[src/rtl/pdm_adc.sv]
// PDM microphone receiver: drives the mic clock, samples its bitstream and
// decimates it through an N-stage CIC filter into signed PCM samples.
module pdm_adc #(
  parameter int DATA_WIDTH = 16,
  parameter int CLK_DIV    = 50,
  parameter int DECIM_LOG2 = 6,
  parameter int CIC_ORDER  = 3
) (
  input  logic                         clk_i,
  input  logic                         rst_n_i,
  input  logic                         enable_i,
  input  logic                         pdm_data_i,
  output logic                         pdm_clk_o,
  output logic signed [DATA_WIDTH-1:0] sample_o,
  output logic                         valid_o
);

  localparam int G     = CIC_ORDER * DECIM_LOG2;
  localparam int W     = G + 1;
  localparam int SHIFT = G - DATA_WIDTH;
  localparam int DIV_W = (CLK_DIV > 1) ? $clog2(CLK_DIV) : 1;
  localparam logic [DIV_W-1:0] DIV_LAST = DIV_W'(CLK_DIV - 1);
  localparam logic [2:0]       WARM_N   = 3'(CIC_ORDER);
  localparam logic [W:0]       HALF     = (W+1)'(1) << (G - 1);

  logic [1:0]            rst_sync;
  logic                  rst_n;
  logic [DIV_W-1:0]      div_cnt;
  logic                  div_wrap;
  logic                  bit_tick;
  logic                  dec_tick;
  logic [1:0]            pdm_sync;
  logic [DECIM_LOG2-1:0] bit_cnt;
  logic [2:0]            warm_cnt;
  logic                  emit_q;
  logic [W-1:0]          integ  [CIC_ORDER];
  logic [W-1:0]          comb_x [CIC_ORDER];
  logic [W-1:0]          comb_d [CIC_ORDER];
  logic [CIC_ORDER-1:0]  stg;
  logic [W:0]            c_ext;
  logic [W:0]            s_full;
  logic signed [G-1:0]   s_sat;
  logic [DATA_WIDTH-1:0] sample_next;

  // Reset asserts asynchronously and releases on a clock edge.
  always_ff @(posedge clk_i or negedge rst_n_i) begin
    if (!rst_n_i) rst_sync <= '0;
    else          rst_sync <= {rst_sync[0], 1'b1};
  end
  assign rst_n = rst_sync[1];

  assign div_wrap = (div_cnt == DIV_LAST);
  assign bit_tick = enable_i & div_wrap & ~pdm_clk_o;
  assign dec_tick = bit_tick & (bit_cnt == '1);

  always_ff @(posedge clk_i or negedge rst_n) begin
    if (!rst_n) begin
      div_cnt   <= '0;
      pdm_clk_o <= 1'b0;
    end else if (!enable_i) begin
      div_cnt   <= '0;
      pdm_clk_o <= 1'b0;
    end else if (div_wrap) begin
      div_cnt   <= '0;
      pdm_clk_o <= ~pdm_clk_o;
    end else begin
      div_cnt   <= div_cnt + 1'b1;
    end
  end

  always_ff @(posedge clk_i or negedge rst_n) begin
    if (!rst_n) pdm_sync <= '0;
    else        pdm_sync <= {pdm_sync[0], pdm_data_i};
  end

  // Integrators wrap modulo 2^W; the combs cancel the wrap exactly.
  always_ff @(posedge clk_i or negedge rst_n) begin
    if (!rst_n) begin
      bit_cnt  <= '0;
      warm_cnt <= '0;
      emit_q   <= 1'b0;
      for (int k = 0; k < CIC_ORDER; k++) integ[k] <= '0;
    end else if (!enable_i) begin
      bit_cnt  <= '0;
      warm_cnt <= '0;
      emit_q   <= 1'b0;
      for (int k = 0; k < CIC_ORDER; k++) integ[k] <= '0;
    end else if (bit_tick) begin
      bit_cnt  <= bit_cnt + 1'b1;
      integ[0] <= integ[0] + {{(W-1){1'b0}}, pdm_sync[1]};
      for (int k = 1; k < CIC_ORDER; k++) integ[k] <= integ[k] + integ[k-1];
      if (dec_tick) begin
        emit_q <= (warm_cnt == WARM_N);
        if (warm_cnt != WARM_N) warm_cnt <= warm_cnt + 1'b1;
      end
    end
  end

  // Comb stage 1 runs on dec_tick itself; stage k runs k-1 cycles later.
  always_ff @(posedge clk_i or negedge rst_n) begin
    if (!rst_n) begin
      stg      <= '0;
      valid_o  <= 1'b0;
      sample_o <= '0;
      for (int k = 0; k < CIC_ORDER; k++) begin
        comb_x[k] <= '0;
        comb_d[k] <= '0;
      end
    end else if (!enable_i) begin
      stg     <= '0;
      valid_o <= 1'b0;
      for (int k = 0; k < CIC_ORDER; k++) begin
        comb_x[k] <= '0;
        comb_d[k] <= '0;
      end
    end else begin
      stg[0] <= dec_tick;
      for (int k = 1; k < CIC_ORDER; k++) stg[k] <= stg[k-1];
      if (dec_tick) begin
        comb_d[0] <= integ[CIC_ORDER-1];
        comb_x[0] <= integ[CIC_ORDER-1] - comb_d[0];
      end
      for (int k = 1; k < CIC_ORDER; k++) begin
        if (stg[k-1]) begin
          comb_x[k] <= comb_x[k-1] - comb_d[k];
          comb_d[k] <= comb_x[k-1];
        end
      end
      valid_o <= stg[CIC_ORDER-1] & emit_q;
      if (stg[CIC_ORDER-1] & emit_q) sample_o <= sample_next;
    end
  end

  // Full-scale density maps to 2^G, one past the signed maximum, hence the clamp.
  always_comb begin
    c_ext  = {1'b0, comb_x[CIC_ORDER-1]};
    s_full = c_ext - HALF;
    if (s_full[W:G-1] == '0 || s_full[W:G-1] == '1)
      s_sat = s_full[G-1:0];
    else if (s_full[W])
      s_sat = {1'b1, {(G-1){1'b0}}};
    else
      s_sat = {1'b0, {(G-1){1'b1}}};
    sample_next = DATA_WIDTH'(s_sat >>> SHIFT);
  end

endmodule

[config.mk]
export PLATFORM = sky130hd
export DESIGN_NAME = pdm_adc
export DESIGN_NICKNAME = d
export VERILOG_FILES = /design/src/rtl/pdm_adc.sv
export SDC_FILE = /design/constraint.sdc
export NUM_CORES = 1
export LEC_CHECK = 0
export ABC_AREA = 1
export CORE_MARGIN = 2
export CORE_UTILIZATION = 41
export CTS_BUF_LIST = sky130_fd_sc_hd__clkbuf_16
export DETAILED_ROUTE_END_ITERATION = 6
export PLACE_DENSITY = 0.67
export SLEW_MARGIN = 40
export SYNTH_ARGS = -nofsm -noshare
export SYNTH_HDL_FRONTEND = slang
export SYNTH_SLANG_ARGS = --single-unit
[constraint.sdc]
create_clock -name clk_i -period 12.8 [get_ports clk_i]
set_input_delay 3.2 -clock clk_i [delete_from_list [all_inputs] [get_ports clk_i]]
set_output_delay 3.2 -clock clk_i [all_outputs]
set_load 0.03 [all_outputs]
==> flow_summary.yaml <==
synthesis:
  ys_warn_count: 0
  synth_area_um2: 13200
  async_reset_ff_share_pct: 100
  synth_seq_area_share_pct: 39.8
  synth_top_cell_area_share_pct: 39.8
  post-synth-top-count-cell: "nand2_1"
  synth_ff_type: "dfrtp_1"
  netlist_instances: 1815
  ys_top_cells_by_count: "nand2_1, dfrtp_1, inv_1"
  synth_edf_count: 0
  synth_top_area_cell: "dfrtp_1"
  synth.avg_cell_area_um2: 7.28
  netlist-cell-type-count: 43
  syn-num-nets: 1919
  ys_ff_latch: 210
  synthTopCellsByArea: "dfrtp_1, nand2_1, ha_1"
global_route:
  grt_pass1_vias: 11300
  gr-total-overflow: 0
  grt_usage_pct: 19.8
  grt_pass1_wl_um: 55300
  antenna_found_initial: 0
  grt_start_max_net_pins: 80
run_status:
  outcome: "finished clean"
worst_hold_path:
  min_path_type: "flop to async pin"
power_and_ir_drop:
  p_per_area_nw_per_um2: 93.9
  total_power_w: 0.00137
  p_leak_nw: 7.74
  ir_drop_mv: 0.0844
timing:
  skew_ps: 9.87
  hold_viol: 0
  setup_slack_ps: 6950
  rsz0062_at_grt: "no"
  slew_headroom_pct: 49.8
  tns_ps: 0
  worst_slew_pin_slew_ps: 751
  min_period_over_period_pct: 45.7
  setup_viol: 0
  fmax_ghz: 0.171
  finalCriticalPeriod_ps: 5850
  slew_viol_final: 0
floorplan:
  io-pin-count: 22
  die_w_um: 184
  start_util_pct: 41.8
  die_area_um2: 33700
  row_count: 65
  die_h_um: 184
  core_area_um2: 31600
layout:
  fin_nets: 1938
  syn2layout_area_growth_pct: 10.5
  antenna_cells: 0
  drive_gt1_share_pct: 3.19
  final.fill_count: 3137
  final_util_pct: 46.2
detailed_routing:
  viasPerCell: 5.16
  dr.pass1.iters: 5
  drtIter0Drc: 624
  drc: 0
  vias: 11600
  wl_per_cell_um: 14.7
  ant_nets: 0
  wl_um: 33100
setup_path:
  endpoint_kind: "flop"
  cp.required_ps: 13190
  critical_path_class: "primary input to flop"
  start_kind: "primary input"
  r2r_setup_slack_ps: 10070
  critPathArrivalTime_ps: 6240
  worstPathMaxFanout: 29
clock_network:
  cts_hold_buf: 0
  cts_buffers: 24
  insertion_delay_ps: 520
  h-tree-depth: 1
  cts-root-buf: "clkbuf_16"
  path_clk_slew_ps: 60
  cts.sinks: 210
  cts_tree: "built"
  cts.path.max_buffers: 3
  cts_resized: 0
  post_cts_buffers: 0
placed_design:
  port_buffers: 21
  place_hpwl_um: 24300
  gp_congestion: 0.920
  place_ws_ps: 6370
flow_run:
  drv_cap: 0
[state kept, by name (all words and copies together), names as in the netlist]
signal,flops
valid_o,1
integ,57
comb_x,38
emit_q,1
bit_cnt,6
stg,3
c_ext,17
warm_cnt,3
rst_sync,2
sample_o,16
comb_d,57
pdm_sync,2
div_cnt,6
pdm_clk_o,1
[per-stage QoR]
step / hold slack, ps / cell area, um2 / std cells
floorplan: 331 / 13200 / 1815
global placement: 335 / 13800 / 2209
detailed placement: 336 / 13800 / 2209
CTS: 348 / 14600 / 2251
global route: 281 / 14600 / 2252
finish: 249 / 14600 / 2252
[path summary, 6_finish.rpt]
check | startpoint | to | cells past startpoint
max | enable_i | comb_x[38] | 10
min | rst_sync[1] | div_cnt[3] | 0
max reg2reg | div_cnt[1] | comb_x[38] | 10
min reg2reg | rst_sync[1] | div_cnt[3] | 0
max in group asynchronous | rst_n_i | rst_sync[1] | 1
min in group clk_i | pdm_sync[0] | pdm_sync[1] | 0
[final cells by class]
cell class	count	area (um2)	area share [%]
multi-input cells	1357	7010	48.0
clock inverters	17	129	0.882
inverters	213	800	5.47
repair buffers	28	283	1.94
clock buffers	25	626	4.28
flip-flops and latches	210	5260	36.0
well taps	402	503	3.44
[worst max-delay path, cell delays in order]
cell and delay (ps):
clkdlybuf4s50_1 450, buf_4 330, inv_1 320, nor3_2 240, buf_4 270, nand2_2 280, nand2_1 630, inv_2 290
nand2_1 130, o31ai_1 70
[report_power, final]
part	internal (W)	leakage (nW)	switching, W
combinational	0.00000550	4.44	0.0000252
sequential	0.000667	2.92	0.00000323
clock	0.000391	0.385	0.000281
total	0.00106	7.74	0.000309
[layout by cell type (no fill, tap or decap), types with 3 or more instances in the layout]
master / synthesis / layout
nand2_1: 553 / 553
inv_1: 209 / 212
dfrtp_1: 210 / 209
nor2_1: 166 / 165
o21ai_0: 157 / 157
a21oi_1: 117 / 117
nand3_1: 111 / 111
ha_1: 96 / 96
o22ai_1: 35 / 35
clkbuf_16: 0 / 25
clkdlybuf4s50_1: 0 / 21
nand3b_1: 17 / 17
nor3_1: 13 / 13
xnor2_1: 9 / 9
a21o_1: 8 / 8
o31ai_1: 8 / 8
a22o_1: 8 / 8
o21bai_1: 7 / 7
a21boi_0: 6 / 6
xor2_1: 5 / 5
inv_2: 3 / 5
clkinv_1: 1 / 5
nand4_1: 5 / 5
and2_1: 4 / 4
o21ai_1: 4 / 4
fa_1: 4 / 4
clkinv_2: 0 / 4
buf_4: 1 / 4
a31oi_1: 3 / 3
[metal layers]
metal / global-route usage (%) / wire length [um] / vias up
li1: - / - / 5989
met1: 26.1 / 15500 / 5394
met2: 34.6 / 15700 / 180
met3: 2.28 / 950 / 56
met4: 5.47 / 873 / 0
met5: 0 / 0 / -
[kinds of logic after synthesis]
family / count (synthesis) / share of synthesized area (%)
compound gates: 360 / 15.0
xor+xnor: 14 / 0.928
fa+ha+maj: 100 / 9.70
buf+inv: 248 / 7.22
flops: 210 / 39.8
other cells: 1 / 0.0284
simple gates: 882 / 27.4
(Power assumes the default switching activity.)
